==> src/rtl/cpu_sequencer.sv <==
// Phase sequencer and control decoder for the 8-bit accumulator CPU.
// Eight phases per instruction; HLT freezes the sequencer at OP_ADDR until resume.
module cpu_sequencer #(
    parameter bit HALT_STICKY = 1'b1
) (
    input  logic       clk,
    input  logic       rst_,
    input  logic [2:0] opcode,
    input  logic       zero,
    input  logic       resume,
    output logic       sel,
    output logic       rd,
    output logic       ld_ir,
    output logic       ld_ac,
    output logic       inc_pc,
    output logic       ld_pc,
    output logic       wr,
    output logic       data_e,
    output logic       halt,
    output logic [2:0] phase
);

    // state      | meaning
    // INST_ADDR  | PC drives address bus
    // INST_FETCH | instruction read from memory
    // INST_LOAD  | instruction captured into IR
    // IDLE       | IR load held while bus settles
    // OP_ADDR    | PC advanced; HLT detected here
    // OP_FETCH   | operand read for ALU ops
    // ALU_OP     | ALU operates; SKZ/JMP/STO act
    // STORE      | result written to AC, memory or PC
    // halted     | frozen at OP_ADDR until resume
    localparam logic [2:0] INST_ADDR  = 3'd0;
    localparam logic [2:0] INST_FETCH = 3'd1;
    localparam logic [2:0] INST_LOAD  = 3'd2;
    localparam logic [2:0] IDLE       = 3'd3;
    localparam logic [2:0] OP_ADDR    = 3'd4;
    localparam logic [2:0] OP_FETCH   = 3'd5;
    localparam logic [2:0] ALU_OP     = 3'd6;
    localparam logic [2:0] STORE      = 3'd7;

    localparam logic [2:0] OPC_HLT = 3'd0;
    localparam logic [2:0] OPC_SKZ = 3'd1;
    localparam logic [2:0] OPC_ADD = 3'd2;
    localparam logic [2:0] OPC_AND = 3'd3;
    localparam logic [2:0] OPC_XOR = 3'd4;
    localparam logic [2:0] OPC_LDA = 3'd5;
    localparam logic [2:0] OPC_STO = 3'd6;
    localparam logic [2:0] OPC_JMP = 3'd7;

    logic [2:0] phase_q, phase_d;
    logic       halted_q, halted_d;
    logic       alu_op;

    always_ff @(posedge clk or negedge rst_) begin
        if (!rst_) begin
            phase_q  <= INST_ADDR;
            halted_q <= 1'b0;
        end else begin
            phase_q  <= phase_d;
            halted_q <= halted_d;
        end
    end

    always_comb begin
        phase_d  = phase_q;
        halted_d = halted_q;
        if (halted_q) begin
            // PC already advanced at OP_ADDR, so resume skips straight to OP_FETCH
            if (resume) begin
                halted_d = 1'b0;
                phase_d  = OP_FETCH;
            end
        end else if (HALT_STICKY && phase_q == OP_ADDR && opcode == OPC_HLT) begin
            halted_d = 1'b1;
        end else begin
            phase_d = phase_q + 3'd1;
        end
    end

    assign alu_op = (opcode == OPC_ADD) || (opcode == OPC_AND) ||
                    (opcode == OPC_XOR) || (opcode == OPC_LDA);

    always_comb begin
        sel    = 1'b0;
        rd     = 1'b0;
        ld_ir  = 1'b0;
        ld_ac  = 1'b0;
        inc_pc = 1'b0;
        ld_pc  = 1'b0;
        wr     = 1'b0;
        data_e = 1'b0;
        halt   = 1'b0;
        if (halted_q) begin
            halt = 1'b1;
        end else begin
            case (phase_q)
                INST_ADDR: begin
                    sel = 1'b1;
                end
                INST_FETCH: begin
                    sel = 1'b1;
                    rd  = 1'b1;
                end
                INST_LOAD, IDLE: begin
                    sel   = 1'b1;
                    rd    = 1'b1;
                    ld_ir = 1'b1;
                end
                OP_ADDR: begin
                    inc_pc = 1'b1;
                    halt   = (opcode == OPC_HLT);
                end
                OP_FETCH: begin
                    rd = alu_op;
                end
                ALU_OP: begin
                    rd     = alu_op;
                    inc_pc = (opcode == OPC_SKZ) && zero;
                    ld_pc  = (opcode == OPC_JMP);
                    data_e = (opcode == OPC_STO);
                end
                STORE: begin
                    // JMP raises both; the PC gives its load priority over enable
                    rd     = alu_op;
                    ld_ac  = alu_op;
                    ld_pc  = (opcode == OPC_JMP);
                    inc_pc = (opcode == OPC_JMP);
                    wr     = (opcode == OPC_STO);
                    data_e = (opcode == OPC_STO);
                end
                default: ;
            endcase
        end
    end

    assign phase = phase_q;

endmodule
==> config.mk <==
export PLATFORM = sky130hd
export DESIGN_NAME = cpu_sequencer
export DESIGN_NICKNAME = d
export VERILOG_FILES = /design/src/rtl/cpu_sequencer.sv
export SDC_FILE = /design/constraint.sdc
export NUM_CORES = 1
export LEC_CHECK = 0
export BUFFER_PORTS_ARGS = -buffer_cell sky130_fd_sc_hd__buf_2
export CORE_AREA = 5 5 42 44
export CTS_CLUSTER_DIAMETER = 150
export CTS_CLUSTER_SIZE = 10
export DETAILED_ROUTE_END_ITERATION = 8
export DIE_AREA = 0 0 47 49
export HOLD_SLACK_MARGIN = 0.1
export PLACE_DENSITY = 0.66
export REMOVE_ABC_BUFFERS = 1
export SLEW_MARGIN = 20
export SYNTH_ARGS = -nofsm -noshare
export SYNTH_HDL_FRONTEND = slang
export SYNTH_SLANG_ARGS = --single-unit
==> constraint.sdc <==
create_clock -name clk -period 2.1 [get_ports clk]
set_clock_uncertainty 0.2 [all_clocks]
set_input_delay 0 -clock clk [delete_from_list [all_inputs] [get_ports clk]]
set_output_delay 0 -clock clk [all_outputs]
set_load 0.05 [all_outputs]
==> results.cfg <==
[sta]
slew_violations = 0
fin_crit_sh_pct = 92.82
slew_headroom_pct = 77.22
hold_viol = 0
worst_slew_pin_slew_ns = 0.3405
tns_ns = 0
setup_violations = 0
grt_setup_unrepaired = false
fmax_mhz = 513.1
fin_crit_ns = 1.949

[logic_synthesis]
yosysMostFrequentCell = ha_1
synth_top_family_by_area = simple AND/OR/NAND/NOR gates
yosysWarnings = 0
async_flop_share_pct = 100.0
synth_area_sq_um = 441.7
synth_area_leaders = dfrtp_1 (23%), ha_1 (20%), nand2b_1 (7.1%), a21oi_1 (5.7%), nand2_1 (5.1%)
synth_top_area_cell = dfrtp_1
synth_mux_area_share_pct = 2.550
yosysSeqAreaShare_pct = 22.66
ys_top_cells_by_count = ha_1 (7), nand2_1 (6), nor2_1 (6)
synthAdderAreaFrac_pct = 19.83
synthSimpleGateAreaFrac_pct = 35.98
synthXorXnorAreaFrac_pct = 1.983
synth_top_area_share_pct = 22.66
synth_edf_count = 0
synth_flop_cell = dfrtp_1
yosys_register_bits = 4
synth-compound-area-share_pct = 13.60
synthCells = 56
synth_cell_types = 26
syn_area_per_cell_sq_um = 7.887

[die]
top_level_ports = 19
initial_utilization_pct = 31.52
row_count = 14
coreArea_sq_mm = 0.001401
dieArea_sq_mm = 0.002303
die_height_um = 49
die_w_um = 47

[clock_tree]
worstSkewPairLatency_ns = 0.23
cts_max_level = 1
cts_tree = done
clockRootBuffer = clkbuf_4
cts_buffers = 3
clkSinkCount = 4
clock_path_buffers = 2
clkTransAtPathRegs_ns = 0.04
cts_setup_buffers = 0

[placed_design]
dpl_cell_area_sq_um = 555.5
io_buffers = 18
place_hpwl_um = 865.7
finalWeightedCongestion = 0.7888

[detailed_routing]
routed_wl_um = 1115
firstDrtPassIters = 4
vias_per_cell = 4.888
drc = 0
route.detailed.wl_per_inst_um = 11.38
via_count = 479
postRouteAntennaNets = 0
first_iter_violations = 11

[global_routing]
grt_max_degree = 10
grtUsageTotal_pct = 10.82
antenna_found_initial = 0
grt_pass1_vias = 477
grt_overflow = 0
grt_pass1_wl_um = 1911

[finish]
nets = 98
num-fill-cells = 152
area_delta_synth_final_pct = 43.34
fin_area_sq_um = 633.1
drive_gt1_share_pct = 31.71
n_antenna_cell = 0

[worst_setup_path]
worstSetupPathType = reg -> out
cp_max_fo = 7
critical_path.startpoint_type = flip-flop
end_kind = output port
timing.critical_path.required_ns = 1.90
crit_arrival_ns = 1.75

[run_status]
outcome = finished clean

[flow_run]
cap_violations = 0

[worst_hold_path]
hold_path.class = in -> reg
-- critical path, cell delays in order, from the launching register on --
cell and delay [ns]:
dfrtp_2 0.41, inv_1 0.09, ha_1 0.25, or2_2 0.31, a21oi_1 0.15, o32ai_1 0.09, buf_2 0.22
-- kinds of logic (layout without fill, tap and decap cells) --
family,after synthesis,in the layout
fa+ha+maj,7,7
flops,4,4
mux,1,1
simple gates,29,29
xor+xnor,1,1
buf+inv,4,30
compound gates,10,10
-- flip-flops by register name, summed over array words and instances, names as in the netlist --
register / cells
phase: 3
halted_q: 1
-- area by class of cell --
type	instances	area, sq um	share of cell area (%)
flip-flops and latches	4	101.3	16.01
multi-input cells	48	330.3	52.17
inverters	3	11.26	1.779
repair buffers	24	147.6	23.32
clock buffers	3	22.52	3.557
well taps	16	20.02	3.162
-- placed cells by master (no fill, tap or decap) --
master	count
buf_2	18
ha_1	7
nor2_1	6
nand2_1	6
nand2b_1	5
dlygate4sd3_1	5
a21oi_1	4
inv_1	3
clkbuf_4	3
dfrtp_1	3
nor3_1	2
and3b_1	1
o21ai_0	1
nor4_1	1
nor4b_1	1
nand4_1	1
and4_1	1
a31oi_1	1
xnor2_1	1
or2_2	1
a21oi_2	1
or3_1	1
o32ai_1	1
mux2_2	1
and3_1	1
o22ai_1	1
and2_1	1
nand4b_1	1
o221ai_1	1
dfrtp_2	1
buf_4	1
-- through the flow --
| step | utilization [%] | setup WS [ns] | instances | hold WS, ns |
|---|---|---|---|---|
| after floorplan | - | -0.9970 | 55 | -0.4956 |
| after global placement | 39.64 | 0.3647 | 90 | -0.3956 |
| after detailed placement | 39.64 | 0.3056 | 90 | -0.3937 |
| after CTS | 44.82 | 0.04476 | 98 | 0.1374 |
| after global routing | 45.18 | 0.008920 | 98 | 0.1941 |
| final | 45.18 | 0.1509 | 98 | 0.1482 |
-- repair_timing --
action	in CTS	in global routing
endpoints found under the hold margin	8	0
hold buffers	5	0
endpoints found under the setup margin	0	4
resized for setup	0	2
-- final timing paths --
path	from	to	slack, ns	cells past startpoint
setup reg to reg	phase[0]	phase[0]	0.49	5
min in group asynchronous	rst_	phase[1]	0.46	3
max in group asynchronous	rst_	phase[0]	1.06	3
setup / recovery	phase[0]	rd	0.15	6
hold reg to reg	phase[1]	phase[1]	0.43	2
hold / removal	opcode[0]	phase[2]	0.15	4
-- metal layers --
metal / up-vias / global-route usage, % / share of wire [%]
met5: - / 0 / 0
met4: 0 / 5.530 / 0
met3: 0 / 0 / 5.0
met2: 13 / 18.33 / 48
met1: 215 / 13.36 / 46
li1: 251 / - / -
Power is left out: the tool's default activity adds up to more than one toggle a clock period on the data nets, which glitch-free logic cannot reach.
